`src/rtl/ir_cmd_controller_pkg.sv`:
```
// Shared types and constants for the NEC IR command controller:
// FSM states, command bytes, button indices and the repeatable set.
package ir_pkg;

  typedef enum logic [1:0] {
    IDLE  = 2'd0,
    PULSE = 2'd1,
    GAP   = 2'd2
  } state_t;

  localparam logic [7:0] CMD_MUTE  = 8'h30;
  localparam logic [7:0] CMD_PLAY  = 8'h18;
  localparam logic [7:0] CMD_NEXT  = 8'h7A;
  localparam logic [7:0] CMD_RESET = 8'h10;

  localparam logic [1:0] IDX_MUTE  = 2'd0;
  localparam logic [1:0] IDX_PLAY  = 2'd1;
  localparam logic [1:0] IDX_NEXT  = 2'd2;
  localparam logic [1:0] IDX_RESET = 2'd3;

  // Only NEXT may be auto-fired again by NEC repeat codes.
  localparam logic [3:0] REPEAT_MASK = 4'b0100;

endpackage

```
`src/rtl/ir_cmd_controller_frame_check.sv`:
```
// Combinational NEC frame validation (complement bytes, optional address
// filter) and mapping of the command byte onto a button index.
module ir_frame_check
  import ir_pkg::*;
#(
  parameter bit         ADDR_CHECK = 1'b1,
  parameter logic [7:0] ADDR       = 8'h00
) (
  input  logic [31:0] data,
  output logic        ok,
  output logic        hit,
  output logic [1:0]  idx,
  output logic        repeatable,
  output logic [7:0]  cmd
);

  logic [7:0] naddr;
  logic [7:0] addr;
  logic [7:0] ncmd;

  always_comb begin
    naddr = data[31:24];
    addr  = data[23:16];
    cmd   = data[15:8];
    ncmd  = data[7:0];
    ok    = (cmd == ~ncmd) && (addr == ~naddr) && (!ADDR_CHECK || addr == ADDR);

    hit = 1'b1;
    idx = IDX_MUTE;
    case (cmd)
      CMD_MUTE:  idx = IDX_MUTE;
      CMD_PLAY:  idx = IDX_PLAY;
      CMD_NEXT:  idx = IDX_NEXT;
      CMD_RESET: idx = IDX_RESET;
      default:   hit = 1'b0;
    endcase
    repeatable = hit && REPEAT_MASK[idx];
  end

endmodule

```
`src/rtl/ir_cmd_controller.sv`:
```
// Turns validated NEC frames and repeat codes into fixed-width active-low
// button pulses with a guaranteed all-high gap between pulses.
module ir_cmd_controller
  import ir_pkg::*;
#(
  parameter int         PULSE_CYC      = 2_500_000,
  parameter int         GAP_CYC        = 500_000,
  parameter int         REPEAT_WIN_CYC = 6_000_000,
  parameter int         ADDR_CHECK     = 1,
  parameter logic [7:0] ADDR           = 8'h00
) (
  input  logic        clk,
  input  logic        rst_n,
  input  logic        frame_valid,
  input  logic [31:0] frame_data,
  input  logic        repeat_valid,
  output logic [3:0]  botao_n,
  output logic [7:0]  cmd_code,
  output logic        cmd_accepted,
  output logic        frame_err,
  output logic        busy
);

  localparam int CNT_MAX = (PULSE_CYC > GAP_CYC) ? PULSE_CYC : GAP_CYC;
  localparam int CW      = $clog2(CNT_MAX + 1);
  localparam int WW      = $clog2(REPEAT_WIN_CYC + 1);

  logic          chk_ok, chk_hit, chk_rep;
  logic [1:0]    chk_idx;
  logic [7:0]    chk_cmd;

  logic          frame_ok, frame_bad, win_open, repeat_hit, load_pend, consume;
  logic [1:0]    load_idx;
  logic          pend, last_rep;
  logic [1:0]    pend_idx, last_idx, cur_idx, cur_idx_next;
  logic [WW-1:0] win_cnt;
  logic [CW-1:0] cnt, cnt_next;
  state_t        state, state_next;

  ir_frame_check #(
    .ADDR_CHECK (ADDR_CHECK != 0),
    .ADDR       (ADDR)
  ) u_check (
    .data       (frame_data),
    .ok         (chk_ok),
    .hit        (chk_hit),
    .idx        (chk_idx),
    .repeatable (chk_rep),
    .cmd        (chk_cmd)
  );

  // A frame in the same cycle as a repeat code always takes priority.
  assign frame_ok   = frame_valid && chk_ok;
  assign frame_bad  = frame_valid && !chk_ok;
  assign win_open   = (win_cnt != '0);
  assign repeat_hit = repeat_valid && !frame_valid && win_open && last_rep;
  assign load_pend  = (frame_ok && chk_hit) || repeat_hit;
  assign load_idx   = frame_ok ? chk_idx : last_idx;
  assign consume    = (state == IDLE) && pend;

  always_ff @(posedge clk or negedge rst_n) begin
    if (!rst_n) begin
      cmd_accepted <= 1'b0;
      frame_err    <= 1'b0;
      cmd_code     <= 8'h00;
      last_idx     <= 2'd0;
      last_rep     <= 1'b0;
      pend         <= 1'b0;
      pend_idx     <= 2'd0;
      win_cnt      <= '0;
    end else begin
      cmd_accepted <= frame_ok;
      frame_err    <= frame_bad;
      if (frame_ok) begin
        cmd_code <= chk_cmd;
        last_idx <= chk_idx;
        last_rep <= chk_rep;
      end
      // A new load overwrites any entry still waiting in the one-deep slot.
      if (load_pend) begin
        pend     <= 1'b1;
        pend_idx <= load_idx;
      end else if (consume) begin
        pend <= 1'b0;
      end
      if (load_pend)
        win_cnt <= WW'(REPEAT_WIN_CYC);
      else if (frame_ok)
        win_cnt <= '0;
      else if (win_open)
        win_cnt <= win_cnt - WW'(1);
    end
  end

  always_ff @(posedge clk or negedge rst_n) begin
    if (!rst_n) begin
      state   <= IDLE;
      cnt     <= '0;
      cur_idx <= 2'd0;
    end else begin
      state   <= state_next;
      cnt     <= cnt_next;
      cur_idx <= cur_idx_next;
    end
  end

  always_comb begin
    state_next   = state;
    cnt_next     = cnt;
    cur_idx_next = cur_idx;
    case (state)
      IDLE: begin
        if (pend) begin
          state_next   = PULSE;
          cnt_next     = CW'(PULSE_CYC - 1);
          cur_idx_next = pend_idx;
        end
      end
      PULSE: begin
        if (cnt == '0) begin
          state_next = GAP;
          cnt_next   = CW'(GAP_CYC - 1);
        end else begin
          cnt_next = cnt - CW'(1);
        end
      end
      GAP: begin
        if (cnt == '0)
          state_next = IDLE;
        else
          cnt_next = cnt - CW'(1);
      end
      default: state_next = IDLE;
    endcase
  end

  // Decoded from the state register so reset forces the buttons high at once.
  always_comb begin
    botao_n = 4'b1111;
    if (state == PULSE)
      botao_n[cur_idx] = 1'b0;
    busy = (state != IDLE);
  end

endmodule

```
`config.mk`:
```
export PLATFORM = sky130hd
export DESIGN_NAME = ir_cmd_controller
export DESIGN_NICKNAME = d
export VERILOG_FILES = /design/src/rtl/ir_cmd_controller_pkg.sv /design/src/rtl/ir_cmd_controller_frame_check.sv /design/src/rtl/ir_cmd_controller.sv
export SDC_FILE = /design/constraint.sdc
export NUM_CORES = 1
export LEC_CHECK = 0
export ABC_AREA = 1
export CORE_ASPECT_RATIO = 1.2
export CORE_MARGIN = 2
export CORE_UTILIZATION = 32
export DETAILED_ROUTE_END_ITERATION = 12
export GPL_TIMING_DRIVEN = 0
export PLACE_DENSITY_LB_ADDON = 0.1
export SYNTH_ARGS = -nofsm -noshare
export SYNTH_HDL_FRONTEND = slang
export SYNTH_SLANG_ARGS = --single-unit
```
`constraint.sdc`:
```
create_clock -name clk -period 4.45 [get_ports clk]
set_input_delay 0.89 -clock clk [delete_from_list [all_inputs] [get_ports clk]]
set_output_delay 0.89 -clock clk [all_outputs]
set_load 0.005 [all_outputs]
```
== After elaboration in Yosys (flattened, before gate mapping) ==
Cells that the tools add are included.

* Register bits after elaboration: 65
* RAM bits: 0
* Output and inout bits: 15
* Bits in latches: 0
* Input port bits: 36
* ROM bits: 0
* Memories kept: 0

* Order comparisons: 3
* Multiply operators: 0
* Eq/ne operators: 12
* Shifts and indexed selects: 0
* Bitwise gates (word level): 3
* Divide/modulo/power cells: 0
* Add/subtract/negate cells: 2
* Reductions and logical operators: 26
* Muxes and demuxes: 21

{| class="wikitable"
|+ Operator list
! kind !! number
|-
| two-way mux 23 bit || 3
|-
| two-way mux 22 bit || 3
|-
| one-hot mux 22 bit (3 select lines) || 1
|-
| nonzero test 23 bit || 1
|-
| subtractor 23 x 1 -> 23 bit (second input constant) || 1
|-
| zero test 22 bit || 1
|-
| subtractor 22 x 1 -> 22 bit (second input constant) || 1
|-
| equality test 8 x 5 -> 1 bit (second input constant) || 2
|-
| equality test 8 bit || 2
|-
| inverter 8 bit || 2
|-
| one-hot mux 2 bit (3 select lines) || 2
|-
| logical AND 1 bit || 11
|-
| equality test 8 x 6 -> 1 bit (second input constant) || 1
|-
| equality test 8 x 7 -> 1 bit (second input constant) || 1
|-
| zero test 8 bit || 1
|-
| two-way mux 2 bit || 4
|-
| != test 2 bit (second input constant) || 4
|-
| < comparator 2 x 3 -> 1 bit (second input constant) || 2
|-
| AND reduction 3 bit || 2
|-
| nonzero test 3 bit || 2
|-
| two-way mux 1 bit || 5
|-
| two-way mux 4 bit || 1
|-
| inverter 4 bit || 1
|-
| nonzero test 2 bit || 2
|-
| other kinds (10) || 11
|}

== Longest topological paths before layout ==
* Word-level depth: 8
* Depth in mapped cells: 12
* Mapped depth without buffers: 12

== By module ==
Synthesis repeated with hierarchy kept, for this count alone.

* Cells, all modules: 619
* Area total of the unflattened synthesis: 4235.3 µm²

{| class="wikitable"
|+ By module, submodules not included
! module !! sequential area each (µm²) !! instances !! area an instance (µm²) !! cells an instance
|-
| ir_cmd_controller || 1626.6 || 1 || 3809.9 || 528
|-
| ir_frame_check || 0.0 || 1 || 425.4 || 91
|}

== Worst setup path after synthesis ==
Ideal clock, no wire load.

* Path type: input -> register
* Start point: in frame_data[9]
* End point: reg win_cnt[16]
* Data arrival time: 1884 ps
* Data required time: 4332 ps
* Library setup time: 118 ps
* Slack: 2449 ps
* Stages: 12
* Cells stage by stage: inv_1 -> nand2_1 -> nand2_1 -> nor2_1 -> nand2_1 -> nor2_2 -> nand3_4 -> buf_6 -> nand2_1 -> nor2_1 -> nor2_1 -> nor2_1

* Longest elaborated chain between the ends: 7
* Elaborated cells between the ends (all ways): 15

{| class="wikitable"
|+ Ends and longest elaborated chain
! item !! RTL line !! RTL
|-
| from (decl) || ir_cmd_controller.sv:15 || <nowiki>input logic [31:0] frame_data,</nowiki>
|-
| branches (longest 7 deep; another with equality test 8 x 6 -> 1 bit) || -- ||
|-
| to (signal assigned) || ir_cmd_controller.sv:87 || <nowiki>win_cnt <= WW'(REPEAT_WIN_CYC);</nowiki>
|-
| to (signal assigned) || ir_cmd_controller.sv:91 || <nowiki>win_cnt <= win_cnt - WW'(1);</nowiki>
|-
| to (decl) || ir_cmd_controller.sv:36 || <nowiki>logic [WW-1:0] win_cnt;</nowiki>
|}

Several ways; the timed one is not identified.
A chain may end at the register's enable or synchronous reset.

== Worst setup path after layout ==
* Start point: reg state[1]
* End point: out botao_n[1]

* Longest elaborated chain between the ends: 2

{| class="wikitable"
|+ Ends and longest elaborated chain
! item !! RTL line !! RTL
|-
| from (decl) || ir_cmd_controller.sv:38 || <nowiki>state_t state, state_next;</nowiki>
|-
| from (signal assigned) || ir_cmd_controller.sv:101 || <nowiki>state <= state_next;</nowiki>
|-
| equality test 2 x 1 -> 1 bit || ir_cmd_controller.sv:140 || <nowiki>if (state == PULSE)</nowiki>
|-
| two-way mux 4 bit || ir_cmd_controller.sv:140 ||
|-
| to (decl) || ir_cmd_controller.sv:17 || <nowiki>output logic [3:0] botao_n,</nowiki>
|}

Every way passes these cells.

==> results.cfg <==
[cells_and_area]
syn_to_final_growth_pct = 21.7
insertedDiodeCount = 0
drive_gt1_frac = 0.0715
final_common_cell = nand2_1
layout_common_cells = nand2_1 (172), nor2_1 (137), inv_1 (93)
fin_nets = 767
fillers = 1489
utilization = 0.394
fin_area_sq_mm = 0.00541

[drt]
drc_errors = 0
num_vias = 4193
finalWirelength_mm = 11.5
wl_per_cell_um = 12.8
first_pass_iters = 4
vias_per_cell = 4.67
ant_nets = 0
drt-initial-drc-count = 211

[power]
irDropWorstVdd_mv = 0.133
p_leak_nw = 2.71
p_per_area_mw_per_mm2 = 243
p_total_mw = 1.31

[timing]
period_minus_slack_ns = 2.88
fmax_mhz = 347
slew_headroom = 0.421
hold_viol_final = 0
setup_ws_ns = 1.57
rsz0062_at_grt = no
finalMaxSlewViolations = 0
period_share = 0.648
fin_skew_ns = 0.00729
tightest_slew_ns = 0.868
finalSetupTns_ns = 0
setup_viol = 0

[setup_path]
cp_cell_sequence = inv_1, ha_1, clkbuf_1, nand3_1, clkdlybuf4s50_1
crit_fanout = 10
cpPeakStageDelay_ns = 0.47
crit_arrival_ns = 1.99
endpoint_kind = primary output
slowest_stage = clkdlybuf4s50_1
critPathKind = register to primary output
start_kind = register
critPathRequiredTime_ns = 3.56
cp_top_family = buffers and inverters
crit_buf_inv = 3

[logic_synthesis]
synth-seq-area-share = 0.366
syn_avg_cell_area_sq_um = 6.69
synth_warnings = 0
synthesis.area_sq_mm = 0.00444
synth_fp_nets = 706
ys_types = 35
ys_ff_latch = 65
synthCells = 664

[floorplanning]
coreArea_sq_mm = 0.0137
rows = 47
ios = 51
start_util = 0.324
dieArea_sq_mm = 0.0148
die_w_um = 112
die_h_um = 133

[placed_design]
dpl.hpwl_mm = 9.00
gp_congestion = 0.868
port_buffers = 50
dp_slack_ns = 1.68
dpl_cell_area_sq_mm = 0.00515

[clocking]
hold_buffers = 0
insertion_delay_ns = 0.34
cts_setup_buffers = 0
clkTransAtPathRegs_ns = 0.05
cts_tree = done
clockBufferDepth = 2
cts.sinks = 65
cts-htree-levels = 3
cts_root_buffer = clkbuf_16
cts.repair.resized = 0
cts_buffers = 9

[status]
status = finished, final reports clean

[grt]
grt_antenna_before_repair = 0
grt_usage = 0.164
grt_pass1_wl_mm = 19.4
grt_pass1_vias = 4155
grt_max_degree = 66
gr-total-overflow = 0

[worst_hold_path]
hold_path.class = register to register

[flow_run]
drv_cap = 0
## routing by layer
metal	track usage	routed length, um	up-vias
met5	0	0	-
met4	0.0638	157	0
met3	0.0316	332	13
met2	0.301	6110	61
met1	0.186	4930	1936
li1	-	-	2183
## worst register-to-register path, cell delays in order, from the launching register on
cell	delay, ns
dfrtp_1	0.34
inv_1	0.07
ha_1	0.27
nor2_1	0.36
inv_1	0.24
nand2_1	0.14
nand2_1	0.14
a21oi_2	0.34
nor2_1	0.09
## power by group
group          switching (mW)  internal [mW]  total (mW)
sequential           0.000473          0.593       0.593
combinational          0.0491         0.0415      0.0906
clock                   0.249          0.382       0.631
## synthesized netlist by cell type
master / number / area [sq um]
dfrtp_1: 65 / 1630
xnor2_1: 11 / 96.3
inv_1: 93 / 349
o211ai_1: 1 / 7.51
nor4_1: 3 / 18.8
a21oi_2: 1 / 8.76
inv_2: 4 / 15.0
o22ai_1: 2 / 12.5
nand4_4: 1 / 21.3
nand2_2: 6 / 37.5
or2_2: 1 / 6.26
nand3_1: 48 / 240
nor3_1: 12 / 60.1
buf_2: 1 / 5.00
nand3_4: 1 / 17.5
a21oi_1: 17 / 85.1
xor2_1: 16 / 140
buf_6: 5 / 56.3
nor2_1: 137 / 514
nor3_2: 1 / 10.0
nand2_1: 172 / 646
nand3_2: 2 / 20.0
nor2_4: 2 / 22.5
nand4_2: 1 / 12.5
ha_1: 6 / 75.1
clkbuf_1: 1 / 3.75
o21bai_1: 2 / 15.0
buf_4: 1 / 7.51
nand4_1: 16 / 100
nor3_4: 1 / 16.3
nand2_4: 1 / 11.3
o21ai_0: 19 / 95.1
o21ai_1: 1 / 5.00
nor2_2: 11 / 68.8
o21a_1: 2 / 15.0
## cell type report
cell class,count,area [sq um],share of cell area
Buffer,8,72.6,0.0134
Clock buffer,12,246,0.0456
Clock inverter,1,5.00,0.000926
Inverter,97,364,0.0674
Multi-Input combinational cell,494,2380,0.440
Sequential cell,65,1630,0.301
Tap cell,171,214,0.0396
Timing Repair Buffer,50,498,0.0921
## logic make-up (layout without fill, tap and decap cells)
family | after synthesis | in the layout | synth area share
DFF | 65 | 65 | 0.366
xor gates and xnor gates | 27 | 27 | 0.0532
buffers and inverters | 105 | 168 | 0.0983
AOI/OAI and AO/OA | 45 | 45 | 0.0549
and+or+nand+nor | 416 | 416 | 0.410
adders and majority gates | 6 | 6 | 0.0169
## metrics by stage
| stage | cells | hold slack (ns) |
|---|---|---|
| floorplan | 664 | 0.449 |
| global placement | 885 | 0.464 |
| detailed placement | 885 | 0.471 |
| CTS | 898 | 0.486 |
| global route | 898 | 0.505 |
| finish | 898 | 0.482 |
## final timing paths
check | cells past startpoint | to | slack [ns] | from
worst max-delay path | 5 | botao_n[1] | 1.57 | state[1]$_DFFE_PN0P_
worst min-delay path | 2 | cmd_code[5]$_DFFE_PN0P_ | 0.48 | cmd_code[5]$_DFFE_PN0P_
worst max register to register | 8 | cnt[11]$_DFFE_PN0P_ | 2.34 | state[0]$_DFFE_PN0P_
worst min register to register | 2 | cmd_code[5]$_DFFE_PN0P_ | 0.48 | cmd_code[5]$_DFFE_PN0P_
max in group asynchronous | 1 | win_cnt[5]$_DFFE_PN0P_ | 3.21 | rst_n
min in group asynchronous | 1 | cnt[2]$_DFFE_PN0P_ | 0.65 | rst_n
## state kept, by name, summed over array words and instances, names as in the netlist
name / cells
last_idx: 2
pend_idx: 2
pend: 1
cmd_code: 8
cmd_accepted: 1
cur_idx: 2
frame_err: 1
win_cnt: 23
cnt: 22
state: 2
last_rep: 1
Power figures use the tool's default switching activity.
